$ cat src/rtl/bram_arbiter_pkg.sv
// Shared types and constants for the block-RAM arbiter and its byte-merge helper.
package bram_arbiter_pkg;

   typedef enum logic {
      ST_IDLE = 1'b0,
      ST_RMW  = 1'b1
   } state_e;

   typedef enum logic {
      SEL_A = 1'b0,
      SEL_B = 1'b1
   } sel_e;

   localparam int unsigned BYTE_W = 8;

   // Strobe width for a data width; data width must be a whole number of bytes.
   function automatic int unsigned strb_width(input int unsigned width);
      return width / BYTE_W;
   endfunction

endpackage

$ cat src/rtl/bram_byte_merge.sv
// Per-byte-lane select between old and new data under a write strobe (purely combinational).
module bram_byte_merge
   import bram_arbiter_pkg::*;
#(
   parameter int unsigned WIDTH  = 32,
   parameter int unsigned STRB_W = strb_width(WIDTH)
) (
   input  logic [WIDTH-1:0]  old_i,
   input  logic [WIDTH-1:0]  new_i,
   input  logic [STRB_W-1:0] strb_i,
   output logic [WIDTH-1:0]  merged_o
);

   always_comb begin
      merged_o = old_i;
      for (int unsigned i = 0; i < STRB_W; i++) begin
         if (strb_i[i]) begin
            merged_o[i*BYTE_W +: BYTE_W] = new_i[i*BYTE_W +: BYTE_W];
         end
      end
   end

endmodule

$ cat src/rtl/bram_arbiter.sv
// Round-robin arbiter sharing one write-first single-port block RAM between an
// instruction-fetch port (A, read-only) and a load/store port (B, partial stores via RMW).
module bram_arbiter
   import bram_arbiter_pkg::*;
#(
   parameter int unsigned DEPTH_LOG = 8,
   parameter int unsigned WIDTH     = 32,
   parameter int unsigned STRB_W    = strb_width(WIDTH)
) (
   input  logic                 clk,
   input  logic                 resetb,
   input  logic                 a_req,
   input  logic [DEPTH_LOG-1:0] a_addr,
   output logic                 a_gnt,
   output logic                 a_rvalid,
   output logic [WIDTH-1:0]     a_rdata,
   input  logic                 b_req,
   input  logic                 b_we,
   input  logic [DEPTH_LOG-1:0] b_addr,
   input  logic [WIDTH-1:0]     b_wdata,
   input  logic [STRB_W-1:0]    b_wstrb,
   output logic                 b_gnt,
   output logic                 b_rvalid,
   output logic [WIDTH-1:0]     b_rdata,
   output logic                 ram_en,
   output logic [DEPTH_LOG-1:0] ram_addr,
   output logic [WIDTH-1:0]     ram_di,
   input  logic [WIDTH-1:0]     ram_do
);

   state_e           state_q, state_d;
   sel_e             rr_q, rr_d;
   logic             a_rvalid_q, b_rvalid_q;
   logic [WIDTH-1:0] a_rdata_q, b_rdata_q;
   logic [WIDTH-1:0] merged;
   logic             strb_full, strb_none;

   assign strb_full = &b_wstrb;
   assign strb_none = ~|b_wstrb;

   bram_byte_merge #(
      .WIDTH  (WIDTH),
      .STRB_W (STRB_W)
   ) u_merge (
      .old_i    (ram_do),
      .new_i    (b_wdata),
      .strb_i   (b_wstrb),
      .merged_o (merged)
   );

   // Everything is gated by resetb so a reset landing in the RMW cycle issues no write.
   always_comb begin
      state_d  = state_q;
      rr_d     = rr_q;
      a_gnt    = 1'b0;
      b_gnt    = 1'b0;
      ram_en   = 1'b0;
      ram_addr = '0;
      ram_di   = b_wdata;
      if (resetb) begin
         case (state_q)
            ST_IDLE: begin
               if (a_req && (!b_req || rr_q == SEL_A)) begin
                  a_gnt    = 1'b1;
                  ram_addr = a_addr;
                  rr_d     = SEL_B;
               end else if (b_req) begin
                  ram_addr = b_addr;
                  if (!b_we || strb_none) begin
                     b_gnt = 1'b1;
                     rr_d  = SEL_A;
                  end else if (strb_full) begin
                     ram_en = 1'b1;
                     b_gnt  = 1'b1;
                     rr_d   = SEL_A;
                  end else begin
                     state_d = ST_RMW;
                  end
               end
            end
            ST_RMW: begin
               ram_en   = 1'b1;
               ram_addr = b_addr;
               ram_di   = merged;
               b_gnt    = 1'b1;
               rr_d     = SEL_A;
               state_d  = ST_IDLE;
            end
         endcase
      end
   end

   always_ff @(posedge clk) begin
      if (!resetb) begin
         state_q    <= ST_IDLE;
         rr_q       <= SEL_B;
         a_rvalid_q <= 1'b0;
         b_rvalid_q <= 1'b0;
         a_rdata_q  <= '0;
         b_rdata_q  <= '0;
      end else begin
         state_q    <= state_d;
         rr_q       <= rr_d;
         a_rvalid_q <= a_gnt;
         b_rvalid_q <= b_gnt && !b_we;
         if (a_rvalid_q) a_rdata_q <= ram_do;
         if (b_rvalid_q) b_rdata_q <= ram_do;
      end
   end

   // RAM output is already registered: present it live during rvalid, then hold the capture.
   assign a_rvalid = a_rvalid_q;
   assign b_rvalid = b_rvalid_q;
   assign a_rdata  = a_rvalid_q ? ram_do : a_rdata_q;
   assign b_rdata  = b_rvalid_q ? ram_do : b_rdata_q;

   b_stable_until_gnt: assert property (
      @(posedge clk) disable iff (!resetb)
      (b_req && !b_gnt) |=> (b_req && $stable(b_we) && $stable(b_addr)
                             && $stable(b_wdata) && $stable(b_wstrb))
   ) else $error("port B request changed before grant");

endmodule
$ cat config.mk
export PLATFORM = sky130hd
export DESIGN_NAME = bram_arbiter
export DESIGN_NICKNAME = d
export VERILOG_FILES = /design/src/rtl/bram_arbiter_pkg.sv /design/src/rtl/bram_byte_merge.sv /design/src/rtl/bram_arbiter.sv
export SDC_FILE = /design/constraint.sdc
export NUM_CORES = 1
export LEC_CHECK = 0
export CAP_MARGIN = 40
export CORE_MARGIN = 3
export CORE_UTILIZATION = 34
export DETAILED_ROUTE_END_ITERATION = 10
export GPL_TIMING_DRIVEN = 1
export PLACE_DENSITY = 0.81
export SLEW_MARGIN = 15
export SYNTH_ARGS = -nofsm -noshare
export SYNTH_HDL_FRONTEND = slang
export SYNTH_SLANG_ARGS = --single-unit
$ cat constraint.sdc
create_clock -name clk -period 1.47 [get_ports clk]
set_clock_uncertainty 0.15 [all_clocks]
set_input_delay 0.294 -clock clk [delete_from_list [all_inputs] [get_ports clk]]
set_output_delay 0.294 -clock clk [all_outputs]
set_load 0.02 [all_outputs]
==> results.toml <==
[detailed_routing]
via_per_inst = 4.72
drtPass1Iterations = 4
drt-total-wl_mm = 11.4
post_drt_wl_per_cell_um = 17.0
ant_nets = 0
vias = 3159
route.detailed.drc = 0
dr.first_iter.drc_count = 77

[timing]
whs_ns = 0.175
setup_violations = 111
slew_violations = 0
setup_ws_ns = -0.574
fin_crit_ns = 2.04
finalCritPeriodShare_pct = 139
max_slew.worst_pin.slew_ns = 0.354
max_freq_ghz = 0.489
setup_tns_ns = -45.12
rsz0062_at_grt = "true"
relSlewSlack_pct = 76.4
hold_viol = 0

[final_layout]
area_growth_pct = 98.3
multiInputGateArea_um2 = 2270
mostFrequentLayoutCells = "129 x buf_6, 96 x mux2_4, 81 x clkdlybuf4s50_1"
drive_gt1_share_pct = 55.9
final_cell_count_no_fill = 669
finalCoreUtilization_pct = 71.0
post-route-cell-area_um2 = 6720
final_nets = 625
layout.cells.most_common = "buf_6"
seqCellArea_um2 = 1370
num_antenna_cells = 0
fillers = 670

[clock_tree]
h-tree-depth = 3
cts_hold_buf = 0
clk_pin_slew_ns = 0.07
cts.path.max_buffers = 2
cts_tree = "yes"
numCtsBuffers = 9
root_buffer = "clkbuf_8"
clock_latency_ns = 0.33
cts.sinks = 68

[placed_design]
detailedPlacementHpwl_mm = 7.97
place_inst = 628
portBuffers = 197
globalplace.congestion = 0.800
pre_cts_slack_ns = -1.14
place_area_um2 = 6040

[logic_synthesis]
synthFlopType = "dfxtp_1"
yosysSeqAreaShare_pct = 40.2
synthCells = 300
async_flop_share_pct = 0
synth_edf_count = 0
ys_warn_count = 0
synth.distinct_cells = 25
syn-cell-area_um2 = 3390
syn_nets = 389
ys_ff_latch = 68
syn_area_per_cell_um2 = 11.3

[critical_path]
crit_type = "reg2out"
crit_arrival_ns = 1.60
r2r_start = "b_rvalid"
worstPathMaxFanout = 6
crit_required_ns = 1.03
endpoint_kind = "output pin"
critPathLaunchType = "flip-flop"
crit_path_start = "state_q"

[floorplanning]
die_h_um = 106
pin_count = 198
dieArea_um2 = 11200
start_util_pct = 35.8
fp.dieW_um = 106
coreArea_um2 = 9460
rows = 35

[global_routing]
gr-total-overflow = 0
grt_pass1_wl_mm = 17.7
grt_max_degree = 47
grt_pass1_vias = 3432
grt.total_usage_pct = 19.7
antenna_found_initial = 0

[status]
status = "finished with violations"
violations = "negative setup slack"

[pwr]
p_leak_nw = 3.13
total_power_mw = 5.07
peakVddDrop_v = 0.000470
pwr_density_cell_nw_per_um2 = 756

[hold_path]
min_from = "resetb"
hp-class = "in2reg"

[flow_run]
max_cap_violations = 0
where the power goes:
part / switching [mW] / leakage, nW / total [mW] / internal, mW
combinational: 0.711 / 2.48 / 1.74 / 1.03
sequential: 0.0303 / 0.555 / 1.95 / 1.92
clock: 0.688 / 0.0941 / 1.39 / 0.701
total: 1.43 / 3.13 / 5.07 / 3.64
flip-flops by register name, indices dropped and copies added (netlist names):
signal and cells:
state_q 1, a_rvalid 1, b_rvalid 1, rr_q 1, b_rdata_q 32, a_rdata_q 32
worst paths after layout:
kind	endpoint	slack [ns]	cells after the start
setup / recovery	ram_di[16]	-0.57	5
hold / removal	rr_q	0.17	3
setup reg to reg	b_rdata_q[13]	-0.07	6
hold reg to reg	b_rdata_q[16]	0.44	2
cell families after synthesis:
group	count (synthesis)	share of synthesized area, %
and+or+nand+nor	90	16.1
muxes	96	35.5
AOI/OAI and AO/OA	13	2.99
DFF	68	40.2
buffers and inverters	33	5.21
repair_timing:
item / CTS / global route
setup endpoints to repair: 110 / 117
pin swaps: 3 / 5
setup buffers: 12 / 17
cloned: 4 / 1
gates resized for setup: 658 / 66
synthesized netlist by cell type (all sizes together) (2+ instances only):
cell type,number,area [µm²]
mux2,96,1200
dfxtp,68,1360
and2,64,400
inv,12,45.0
clkbuf,11,41.3
buf,10,90.1
nand3,9,45.0
o31ai,9,67.6
nand2,4,17.5
or2,4,25.0
nor2,2,7.51
routing by layer:
layer | wire length, µm | share of wire [%] | global-route usage (%) | up-vias
li1 | - | - | - | 1499
met5 | 0 | 0 | 0 | -
met2 | 5850 | 51 | 36.6 | 137
met3 | 934 | 8.2 | 6.55 | 15
met1 | 4450 | 39 | 21.6 | 1508
met4 | 149 | 1.3 | 4.72 | 0
final cells by class:
| class | instances | area share (%) |
|---|---|---|
| timing repair buffer | 245 | 40.1 |
| multi-input combinational | 200 | 33.8 |
| sequential | 68 | 20.5 |
| tap | 129 | 2.40 |
| clock buffer | 11 | 2.27 |
| inverter | 12 | 0.671 |
| clock inverter | 4 | 0.354 |
critical path, cell delays in order (launching register included):
cell     delay [ns]
dfxtp_4        0.37
nand2_4        0.06
or2_4          0.25
buf_8          0.15
mux2_4         0.30
buf_6          0.13
Note: power is estimated with default switching activity, not from simulation.
